**src/rtl/vga_port_arbiter.sv**
```systemverilog
// Round-robin owner of the shared VGA framebuffer write port: one engine per burst,
// registered pixel path to the adapter, and a hold watchdog against stalled engines.
module vga_port_arbiter #(
  parameter int X_W      = 8,
  parameter int Y_W      = 7,
  parameter int C_W      = 3,
  parameter int MAX_HOLD = 19200,
  parameter int HOLD_W   = 15
) (
  input  logic             clk,
  input  logic             reset_n,
  input  logic [3:0]       req,
  input  logic [3:0]       done,
  input  logic [3:0]       plot_in,
  input  logic [4*X_W-1:0] x_in,
  input  logic [4*Y_W-1:0] y_in,
  input  logic [4*C_W-1:0] c_in,
  output logic [3:0]       gnt,
  output logic [X_W-1:0]   vga_x,
  output logic [Y_W-1:0]   vga_y,
  output logic [C_W-1:0]   vga_colour,
  output logic             vga_plot,
  output logic             busy,
  output logic             timeout_err,
  output logic [1:0]       timeout_id
);

  typedef enum logic {IDLE = 1'b0, OWN = 1'b1} state_t;

  state_t            state, state_nxt;
  logic [1:0]        owner, owner_nxt;
  logic [1:0]        last, last_nxt;
  logic [1:0]        winner, cand;
  logic [HOLD_W-1:0] hold_cnt, hold_nxt;
  logic              fire;
  logic [X_W-1:0]    sel_x;
  logic [Y_W-1:0]    sel_y;
  logic [C_W-1:0]    sel_c;

  // Walk last+4 down to last+1 so the candidate nearest after last is written last and wins.
  always_comb begin
    winner = last;
    cand   = last;
    for (int k = 4; k >= 1; k--) begin
      cand = last + 2'(k);
      if (req[cand]) winner = cand;
    end
  end

  always_comb begin
    sel_x = x_in[int'(owner)*X_W +: X_W];
    sel_y = y_in[int'(owner)*Y_W +: Y_W];
    sel_c = c_in[int'(owner)*C_W +: C_W];
  end

  // NOTE: every always_comb output gets a default before the case so no path leaves it unassigned (no latch).
  always_comb begin
    state_nxt = state;
    owner_nxt = owner;
    last_nxt  = last;
    hold_nxt  = hold_cnt;
    fire      = 1'b0;
    case (state)
      IDLE: begin
        if (|req) begin
          state_nxt = OWN;
          owner_nxt = winner;
          last_nxt  = winner;
          hold_nxt  = '0;
        end
      end
      OWN: begin
        // done on the final hold cycle is a normal release, not a timeout
        fire = (hold_cnt == HOLD_W'(MAX_HOLD - 1)) && !done[owner];
        if (done[owner] || !req[owner] || fire) state_nxt = IDLE;
        else hold_nxt = hold_cnt + HOLD_W'(1);
      end
    endcase
  end

  // NOTE: reset is sampled only on the clock edge (synchronous), and all state uses non-blocking <=.
  always_ff @(posedge clk) begin
    if (!reset_n) begin
      state       <= IDLE;
      owner       <= 2'd0;
      last        <= 2'd3;
      hold_cnt    <= '0;
      vga_x       <= '0;
      vga_y       <= '0;
      vga_colour  <= '0;
      vga_plot    <= 1'b0;
      timeout_err <= 1'b0;
      timeout_id  <= 2'd0;
    end else begin
      state    <= state_nxt;
      owner    <= owner_nxt;
      last     <= last_nxt;
      hold_cnt <= hold_nxt;
      if (state == OWN) begin
        vga_x      <= sel_x;
        vga_y      <= sel_y;
        vga_colour <= sel_c;
        vga_plot   <= plot_in[owner] & ~fire;
      end else begin
        vga_plot <= 1'b0;
      end
      if (fire) begin
        timeout_err <= 1'b1;
        timeout_id  <= owner;
      end
    end
  end

  assign busy = (state == OWN);
  assign gnt  = (state == OWN) ? (4'b0001 << owner) : 4'b0000;

endmodule

```
**config.mk**
```make
export PLATFORM = sky130hd
export DESIGN_NAME = vga_port_arbiter
export DESIGN_NICKNAME = d
export VERILOG_FILES = /design/src/rtl/vga_port_arbiter.sv
export SDC_FILE = /design/constraint.sdc
export NUM_CORES = 1
export LEC_CHECK = 0
export ABC_AREA = 1
export CAP_MARGIN = 20
export CORE_MARGIN = 8
export CORE_UTILIZATION = 41
export DETAILED_ROUTE_END_ITERATION = 8
export PLACE_DENSITY = 0.78
export REMOVE_ABC_BUFFERS = 1
export SLEW_MARGIN = 10
export SYNTH_ARGS = -nofsm -noshare
export SYNTH_HDL_FRONTEND = slang
export SYNTH_SLANG_ARGS = --single-unit
```
**constraint.sdc**
```tcl
create_clock -name clk -period 1.63 [get_ports clk]
set_input_delay 0.2445 -clock clk [delete_from_list [all_inputs] [get_ports clk]]
set_output_delay 0.2445 -clock clk [all_outputs]
set_load 0.02 [all_outputs]
```
==> insert_results.sql, run 1 <==
INSERT INTO impl_metrics (metric_group, metric, value, unit) VALUES
('status', 'outcome', 'finished clean', ''),
('layout', 'final_layout_size_suffix_gt1_frac', '0.151', ''),
('yosys', 'post_synth_instance_area', '2410', 'um2'),
('yosys', 'ys.flop_type', 'sky130_fd_sc_hd__dfxtp_1', ''),
('cts', 'clock_latency', '0.30', 'ns'),
('yosys', 'post_synth_fa_ha_maj_area_fraction', '0.00520', ''),
('cts', 'cts-htree-levels', '2', ''),
('setup_path', 'setup.worst_path.end_class', 'flop', ''),
('routing', 'antenna_left', '0', ''),
('timing', 'maxClockFrequency', '635', 'MHz'),
('die', 'coreArea', '5780', 'um2'),
('placed_design', 'place.gp.congestion', '0.870', ''),
('setup_path', 'worst-path-stages', '12', ''),
('setup_path', 'worst_setup_path_start_kind', 'flop', ''),
('cts', 'worst_setup_hold_path_clk_slew', '0.08', 'ns'),
('grt', 'grt_pass1_wl', '14600', 'um'),
('worst_hold_path', 'hold_path.class', 'flop to flop', ''),
('setup_path', 'path_max_fanout', '6', ''),
('timing', 'final_hold_violations', '0', ''),
('timing', 'slew-limit-headroom', '0.783', ''),
('die', 'core_rows', '28', ''),
('layout', 'final_common_cell', 'sky130_fd_sc_hd__clkdlybuf4s50_1', ''),
('layout', 'flow.area_growth_from_synthesis', '66.0', '%'),
('layout', 'layout_common_cells', '107 x sky130_fd_sc_hd__clkdlybuf4s50_1, 84 x sky130_fd_sc_hd__nand2_1, 34 x sky130_fd_sc_hd__a22oi_1, 34 x sky130_fd_sc_hd__dfxtp_1, 28 x sky130_fd_sc_hd__buf_4', ''),
('yosys', 'synth.lib_cells_used.distinct', '32', ''),
('grt', 'total_global_routing_track_utilization', '0.211', ''),
('grt', 'largest_net_degree_at_the_start_of_global_routing', '39', ''),
('setup_path', 'worstRegToRegCells', '12', ''),
('timing', 'finalWorstSetupSlack', '0.0551', 'ns'),
('grt', 'grt_pass1_vias', '3035', ''),
('setup_path', 'delay_of_the_slowest_cell_on_the_worst_path', '0.39', 'ns'),
('timing', 'finClkSkew', '0.00238', 'ns'),
('layout', 'antennaDiodeCount', '0', ''),
('cts', 'cts_num_sinks', '42', ''),
('cts', 'clock_tree_buf_depth', '2', ''),
('yosys', 'synth-simple-area-share', '0.275', ''),
('yosys', 'synth_seq_cells', '42', ''),
('setup_path', 'critical-path-slowest-cell', 'sky130_fd_sc_hd__dfxtp_4', ''),
('grt', 'initial_antenna_violation_count', '0', ''),
('routing', 'firstDrtPassIters', '5', ''),
('timing', 'worst_hold_slack', '0.445', 'ns'),
('routing', 'routed_wirelength', '9290', 'um'),
('pwr', 'power_density', '976', 'nW/um2'),
('die', 'top_level_ports', '113', ''),
('yosys', 'synth_edf_count', '0', ''),
('cts', 'tritoncts_clock_tree', 'built', ''),
('die', 'dieArea', '8580', 'um2'),
('die', 'die_h', '92.6', 'um'),
('yosys', 'yosys_warnings', '0', ''),
('yosys', 'combinational_family_with_the_most_area_after_synthesis', 'simple AND/OR/NAND/NOR gates', ''),
('worst_hold_path', 'worst_hold_path.num_cells', '1', ''),
('yosys', 'yosys-mux-area-fraction', '0', ''),
('placed_design', 'place.detailed.hpwl', '6960', 'um'),
('grt', 'grt_overflow_total', '0', ''),
('yosys', 'yosys.area_share.xor_xnor', '0.0218', ''),
('timing', 'timing.final.max_slew_violations', '0', ''),
('setup_path', 'cp.arrival', '1.77', 'ns'),
('pwr', 'total_leakage_power', '1.54', 'nW'),
('setup_path', 'critical_path.n_buffers_inverters', '5', ''),
('setup_path', 'kind_of_critical_path', 'flop to flop', ''),
('die', 'initial_core_util', '0.416', ''),
('yosys', 'netlist_instances', '356', ''),
('yosys', 'synthArstFlopShare', '0', ''),
('timing', 'setup-violations-final', '0', ''),
('routing', 'dr.first_iter.drc_count', '118', ''),
('layout', 'fin_util', '0.691', ''),
('placed_design', 'placement.io_buffers', '112', ''),
('layout', 'final_net_count', '577', ''),
('cts', 'postCtsHoldBufs', '0', ''),
('cts', 'cts_buffers', '5', ''),
('timing', 'timing.final.crit_share', '0.966', '');
-- area by class of cell --
class,instances,area (um2)
inverters,31,116
clock buffers,7,86.3
fillers,511,1790
repair buffers,146,1410
multi-input cells,264,1430
flip-flops and latches,42,856
clock inverters,1,5.00
well taps,75,93.8
-- power breakdown --
part	total (mW)	switching, mW	internal, mW
registers	1.27	0.111	1.16
clock network	0.700	0.358	0.342
logic	1.93	1.05	0.879
total	3.90	1.52	2.38
-- cell usage after synthesis (2+ instances only) --
| cell | number | area [um2] |
|---|---|---|
| sky130_fd_sc_hd__nand2_1 | 87 | 327 |
| sky130_fd_sc_hd__dfxtp_1 | 42 | 841 |
| sky130_fd_sc_hd__a22oi_1 | 34 | 255 |
| sky130_fd_sc_hd__nor2_1 | 29 | 109 |
| sky130_fd_sc_hd__inv_1 | 27 | 101 |
| sky130_fd_sc_hd__o21ai_0 | 23 | 115 |
| sky130_fd_sc_hd__nand3_1 | 22 | 110 |
| sky130_fd_sc_hd__a21oi_1 | 18 | 90.1 |
| sky130_fd_sc_hd__a31oi_1 | 14 | 87.6 |
| sky130_fd_sc_hd__clkbuf_1 | 10 | 37.5 |
| sky130_fd_sc_hd__nand4_1 | 5 | 31.3 |
| sky130_fd_sc_hd__xor2_1 | 5 | 43.8 |
| sky130_fd_sc_hd__a41oi_1 | 4 | 35.0 |
| sky130_fd_sc_hd__buf_2 | 4 | 20.0 |
| sky130_fd_sc_hd__nor2_2 | 4 | 25.0 |
| sky130_fd_sc_hd__buf_1 | 3 | 11.3 |
| sky130_fd_sc_hd__nor3_1 | 3 | 15.0 |
| sky130_fd_sc_hd__buf_4 | 2 | 15.0 |
| sky130_fd_sc_hd__clkinv_1 | 2 | 7.51 |
| sky130_fd_sc_hd__inv_2 | 2 | 7.51 |
| sky130_fd_sc_hd__nand2_2 | 2 | 12.5 |
| sky130_fd_sc_hd__nor3b_1 | 2 | 15.0 |
| sky130_fd_sc_hd__o21ai_1 | 2 | 10.0 |
| sky130_fd_sc_hd__o21bai_1 | 2 | 15.0 |
-- state kept, by name, summed over array words and instances, names as in the netlist --
name and cells:
last 2, vga_colour 3, busy 1, vga_y 7, timeout_err 1, vga_plot 1
vga_x 8, owner 2, timeout_id 2, hold_cnt 15
-- logic make-up (layout without fill, tap and decap cells) --
family | Yosys count | in the layout
and+or+nand+nor | 156 | 156
AOI/OAI and AO/OA | 101 | 101
buffers and inverters | 50 | 185
DFF | 42 | 42
xor gates and xnor gates | 6 | 6
adders and majority gates | 1 | 1
-- repair_timing --
action                                  in CTS  in global routing
setup buffers                                0                  5
endpoints found under the setup margin      20                 23
pin swaps                                    0                  3
resized for setup                           14                 32
-- routing by layer --
layer / vias to the layer above / part of all wire / GRT usage
li1: 1488 / - / -
met1: 1395 / 0.40 / 0.243
met2: 121 / 0.48 / 0.341
met3: 11 / 0.10 / 0.0947
met4: 0 / 0.016 / 0.0671
met5: - / 0 / 0
-- final timing paths --
kind	to	from
worst max-delay path	hold_cnt[0]	owner[1]
worst min-delay path	hold_cnt[0]	hold_cnt[0]
worst max register to register	hold_cnt[0]	owner[1]
worst min register to register	hold_cnt[0]	hold_cnt[0]
-- metrics by stage --
| stage | cell area [um2] | std cells | power (mW) |
|---|---|---|---|
| 3_3_place_gp | 3770 | 553 | 2.99 |
| 6_report | 3990 | 566 | 3.90 |
| 5_1_grt | 3990 | 566 | 4.13 |
| 2_1_floorplan | 2320 | 337 | 2.17 |
| 4_1_cts | 3870 | 561 | 3.73 |
| 3_5_place_dp | 3770 | 553 | 3.02 |
(Power assumes the default switching activity.)
==> inputs of run 2 (changes only) <==
- CORE_UTILIZATION: 41 -> 42
- CTS_BUF_LIST: unset -> sky130_fd_sc_hd__clkbuf_8
- PLACE_DENSITY: 0.78 -> 0.8
- SLEW_MARGIN: 10 -> unset
==> insert_results.sql, run 2 (synthesized netlist as in run 1, its figures left out) <==
INSERT INTO impl_metrics (metric_group, metric, value, unit) VALUES
('cts', 'postCtsHoldBufs', '0', ''),
('pwr', 'p_clk_frac', '0.179', ''),
('pwr', 'intPower', '2.37', 'mW'),
('routing', 'antenna_left', '0', ''),
('setup_path', 'cp_top_family', 'simple AND/OR/NAND/NOR gates', ''),
('layout', 'antennaDiodeCount', '0', ''),
('layout', 'reg_top3', 'hold_cnt x15, vga_x x8, vga_y x7', ''),
('layout', 'layout_common_cells', '107 x sky130_fd_sc_hd__clkdlybuf4s50_1, 84 x sky130_fd_sc_hd__nand2_1, 37 x sky130_fd_sc_hd__dfxtp_1', ''),
('die', 'core_rows', '27', ''),
('setup_path', 'worstPathCellList', 'buf_4, nor2_2, inv_1, o21ai_1, inv_1, nand2_2, nand3_4, nor2_2, buf_4, nand3_1, nand2_1', ''),
('grt', 'total_global_routing_track_utilization', '0.210', ''),
('timing', 'timing.final.max_slew_violations', '0', ''),
('cts', 'clock_tree_buf_depth', '2', ''),
('pwr', 'power.share.switching', '0.384', ''),
('setup_path', 'path_max_fanout', '5', ''),
('status', 'outcome', 'finished clean', ''),
('grt', 'largest_net_degree_at_the_start_of_global_routing', '30', ''),
('worst_hold_path', 'worstHoldStart', 'hold_cnt[0]', ''),
('routing', 'vias', '2977', ''),
('timing', 'finClkSkew', '0.00961', 'ns'),
('layout', 'multi_input_comb_area', '1440', 'um2'),
('setup_path', 'cp-startpoint', 'owner[1]', ''),
('die', 'coreArea', '5510', 'um2'),
('setup_path', 'setup.worst_path.end_class', 'flop', ''),
('setup_path', 'delay_of_the_slowest_cell_on_the_worst_path', '0.38', 'ns'),
('timing', 'setup-violations-final', '0', ''),
('layout', 'final_net_count', '576', ''),
('cts', 'tritoncts_clock_tree', 'built', ''),
('timing', 'final_hold_violations', '0', ''),
('pwr', 'power_density', '970', 'nW/um2'),
('placed_design', 'placement.io_buffers', '112', ''),
('routing', 'route.top_layer_used', 'met4', ''),
('cts', 'clock-root-buffer', 'sky130_fd_sc_hd__clkbuf_8', ''),
('setup_path', 'worst_setup_path_start_kind', 'flop', ''),
('cts', 'worst_setup_hold_path_clk_slew', '0.08', 'ns'),
('layout', 'seqCellArea', '852', 'um2'),
('layout', 'largest_register_ffs', '15', ''),
('die', 'die_h', '91.7', 'um'),
('placed_design', 'place.gp.congestion', '0.930', ''),
('timing', 'unrepaired_setup_endpoints_after_global_routing', 'yes', ''),
('pwr', 'peakVddDrop', '587', 'uV'),
('setup_path', 'timing.rr.start', 'owner[1]', ''),
('grt', 'grt_pass1_vias', '3105', ''),
('routing', 'remaining_drc_errors', '0', ''),
('layout', 'final_common_cell', 'sky130_fd_sc_hd__clkdlybuf4s50_1', ''),
('pwr', 'seq_power_share', '0.331', ''),
('layout', 'largest-register', 'hold_cnt', ''),
('layout', 'post_layout_nonfiller_instances', '562', ''),
('timing', 'layout_min_cycle_time', '1.59', 'ns'),
('setup_path', 'kind_of_critical_path', 'flop to flop', ''),
('pwr', 'total_leakage_power', '1.51', 'nW'),
('cts', 'cts-htree-levels', '2', ''),
('layout', 'design_area', '3960', 'um2'),
('routing', 'routed_wirelength', '8910', 'um'),
('run', 'drv_cap', '0', ''),
('die', 'die_x', '91.7', 'um'),
('worst_hold_path', 'hold_path.class', 'flop to flop', ''),
('routing', 'met2RoutedLength', '4340', 'um'),
('routing', 'wl_per_cell', '15.9', 'um'),
('cts', 'cts_buffers', '5', ''),
('routing', 'detail_route.vias_per_cell', '5.30', ''),
('setup_path', 'critical_path.n_buffers_inverters', '4', ''),
('timing', 'timing.setup.tns', '0', 'ns'),
('layout', 'flow.area_growth_from_synthesis', '64.6', '%'),
('placed_design', 'place.detailed.hpwl', '7030', 'um'),
('timing', 'maxClockFrequency', '630', 'MHz'),
('die', 'top_level_ports', '113', ''),
('grt', 'initial_antenna_violation_count', '0', ''),
('die', 'dieArea', '8410', 'um2'),
('timing', 'timing_worst_slew_pin_value', '0.346', 'ns'),
('routing', 'dr.first_iter.drc_count', '147', ''),
('setup_path', 'timing.critical_path.required', '1.86', 'ns'),
('routing', 'met3_length', '906', 'um'),
('cts', 'clock_latency', '0.29', 'ns'),
('setup_path', 'critical-path-slowest-cell', 'sky130_fd_sc_hd__dfxtp_4', ''),
('timing', 'timing.final.crit_share', '0.974', ''),
('layout', 'fillCellCount', '473', ''),
('grt', 'grt_pass1_wl', '14400', 'um'),
('routing', 'met1_length', '3450', 'um'),
('routing', 'firstDrtPassIters', '5', ''),
('placed_design', 'placed_cells_incl_taps', '552', ''),
('setup_path', 'cp.arrival', '1.82', 'ns'),
('timing', 'finalWorstSetupSlack', '0.0429', 'ns'),
('placed_design', 'dpl-instance-area', '3780', 'um2'),
('placed_design', 'post-place-ws', '-0.107', 'ns'),
('layout', 'final_layout_size_suffix_gt1_frac', '0.151', ''),
('cts', 'cts_num_sinks', '42', ''),
('timing', 'slew-limit-headroom', '0.769', ''),
('die', 'initial_core_util', '0.437', ''),
('pwr', 'totalPowerFinal', '3.84', 'mW'),
('grt', 'grt_overflow_total', '0', ''),
('pwr', 'p_switching', '1.47', 'mW'),
('pwr', 'combPwrFrac', '0.490', '');
## run 2: cell count changes in the layout (fill, tap and decap cells not counted), sizes merged
cell | before | now
nand2 | 89 | 90
buf | 35 | 34
clkbuf | 8 | 6
inv | 29 | 30
## run 2: power by group through the flow
stage	clock network, mW	logic, mW	registers [mW]
after floorplan	0	0.784	1.38
after global placement	0	1.77	1.26
after detailed placement	0	1.79	1.27
after CTS	0.699	1.81	1.26
after global routing	0.738	2.04	1.29
final	0.688	1.88	1.27
## run 2: layout make-up
| class | count | share of cell area |
|---|---|---|
| flip-flops and latches | 42 | 0.215 |
| clock inverters | 2 | 0.00221 |
| well taps | 72 | 0.0227 |
| inverters | 31 | 0.0294 |
| repair buffers | 144 | 0.347 |
| clock buffers | 6 | 0.0209 |
| multi-input cells | 265 | 0.362 |
## run 2: worst register-to-register path, delay by kind of cell (launching register included)
| kind | cells | cell delay (ns) |
|---|---|---|
| simple gates | 6 | 0.58 |
| buf+inv | 4 | 0.44 |
| flops | 1 | 0.38 |
| compound gates | 1 | 0.13 |
## run 2: worst paths after layout
check	slack (ns)	end	depth (start not counted)
worst max-delay path	0.04	hold_cnt[4]	11
worst min-delay path	0.45	hold_cnt[0]	1
worst max register to register	0.04	hold_cnt[4]	11
worst min register to register	0.45	hold_cnt[0]	1
## run 2: routing by layer
metal / up-vias / GRT usage
met5: - / 0
met1: 1351 / 0.221
met3: 14 / 0.0994
met4: 0 / 0.0779
met2: 118 / 0.358
li1: 1494 / -
## run 2: per-stage QoR
step                       util  hold slack [ns]
after detailed placement  0.686            0.455
final                     0.719            0.446
after global routing      0.719            0.476
after global placement    0.686            0.449
after floorplan               -            0.344
after CTS                 0.706            0.470
## run 2: repair_timing
item	4_1_cts	5_1_grt
pin swaps	0	4
cloned	0	1
resized for setup	16	28
setup endpoints to repair	20	23
buffers inserted	0	1
==> patch: new RTL, config.mk and constraints of run 2 <==
Reset style: asynchronous (`reset_n`), changed in one clocked block.
--- a/src/rtl/vga_port_arbiter.sv
+++ b/src/rtl/vga_port_arbiter.sv
@@ -79,7 +79,7 @@
   end
 
   // NOTE: reset is sampled only on the clock edge (synchronous), and all state uses non-blocking <=.
-  always_ff @(posedge clk) begin
+  always_ff @(posedge clk or negedge reset_n) begin
     if (!reset_n) begin
       state       <= IDLE;
       owner       <= 2'd0;
Function: differs if reset_n is asserted again (counterexample within 4 cycles, from zero or initial values and one cycle with reset_n low); with reset_n held inactive, the same outputs for 10 cycles.
==> patch against run 2 <==
  * Setup slack got worse by 0.0063 ns
  * Via count rose by 4.2%
  * Cell area rose by 5.5%
  * Wire length rose by 9.5%
  * Count of clock-buffer cells in the layout fell by 1
  * Sequential cell count did not move
  * Area after synthesis rose by 11%
Power is not compared: it rests on default switching activity, and its combinational part moved more than twofold at a synthesized area within 25%.
==> patch: results (changes against run 2) <==
gr usage total=19.7% (-1.3 points); Top Family by Delay on Critical Path=simple AND/OR/NAND/NOR gates; Slew Limit Headroom=72.8% (-4.1 points); met2 usage=34.4% (-1.4 points); GR met3 Demand/Resource=4.57% (-5.4 points); placed cells=572 (+3.6%); R2R cell count=8 (-3); synth cell count leaders=162 x nand2_1, 41 x nor2_1, 40 x dfrtp_1, 24 x nand3_1, 23 x inv_1; DR WL met2=4.71 mm (+8.6%); GRT met1 Usage=23.0% (+0.87 points); Max FO, Critical Path=10 (+5); clk buf depth=2 (unchanged); status=complete, no violations; Nets=600 (+4.2%); post-synthesis sequential area ratio=39.5% (+4.6 points); Post-DP HPWL=6.99 mm (-0.58%); synthesized area per cell=6.94 µm² (+2.7%); number of fill cells in the layout=516 (+9.1%); DR iter-0 viols=158 (+7.5%); Hold Slack=0.402 ns (-0.0442 ns); Post-Layout Cell Count=591 (+5.2%); synth unique cells=30 (-6.3%); Placed Area=3910 µm² (+3.5%); slowest CP cell=dfrtp_2; Place WS=-0.0659 ns (+0.0410 ns); Setup Skew=0.00666 ns (-0.00295 ns); share of cells above drive strength 1=12.1% (-3.0 points); top post-synthesis cells by area=dfrtp_1 38%, nand2_1 23%, nor2_1 5.8%; Worst EP arrival=1.79 ns (-0.03 ns); hold crit path type=in -> async; vias in the first global route=2936 (-5.4%); Met1 Wirelength=4.00 mm (+16%); TritonRoute pass-1 iters=4 (-1); met3 wire length=717 µm (-21%); DR vias/cell=5.25 (-0.95%); R2R Path End=hold_cnt[9]; CP peak stage delay=0.45 ns (+0.07 ns); FF-to-FF Start=owner[0]; Routed Wire Length=9.76 mm (+9.5%); pin count of the biggest net entering global routing=32 (+6.7%)
patch: cell count changes in the layout (fill, tap and decap cells not counted), sizes merged, moves of 3 or more:
cell   delta
nand4     +6
a22oi    -17
dfrtp    +40
a31oi     -8
dfxtp    -42
nor2     +10
xor2      +3
nand2    +78
inv       -4
buf       -8
a21oi    -17
o21ai    -19
nand3     +5
patch: worst max path at each step:
stage / from / to / slack, ns / depth (start not counted)
after floorplan: busy / owner[1] / -0.58 / 5
after global placement: req[2] / hold_cnt[0] / -0.04 / 7
after detailed placement: req[1] / owner[0] / -0.07 / 10
after CTS: owner[0] / hold_cnt[11] / -0.005 / 8
after global routing: owner[0] / hold_cnt[10] / -0.06 / 11
final: owner[0] / hold_cnt[9] / 0.04 / 8
patch: power breakdown:
part / internal, mW / switching [mW] / total, mW
clock network: 0.451 / 0.380 / 0.831
registers: 1.40 / 0.217 / 1.62
logic: 1.68 / 2.42 / 4.10
patch: cell type report:
type / instances / area, µm² / share of cell area (%)
clock inverter: 3 / 40.0 / 0.958
inverter: 27 / 101 / 2.43
tap: 77 / 96.3 / 2.31
multi-input combinational: 300 / 1480 / 35.4
timing repair buffer: 137 / 1340 / 32.0
sequential: 42 / 1050 / 25.2
clock buffer: 5 / 68.8 / 1.65
patch: timing repair:
action,CTS,global route
hold endpoints to repair,16,0
hold buffers,1,0
gates resized for setup,10,19
setup endpoints to repair,20,23
pin swaps,1,5
buffers inserted,0,6
cloned,0,4
patch: logic make-up (layout without fill, tap and decap cells):
family | Yosys count | count (layout) | synth area share, %
AND/OR/NAND/NOR | 249 | 252 | 39.1
buffers and inverters | 45 | 172 | 7.79
flip-flops | 42 | 42 | 39.5
AO/OA/AOI/OAI | 36 | 36 | 9.48
XOR/XNOR | 11 | 11 | 3.62
adder cells (fa/ha/maj) | 1 | 1 | 0.469
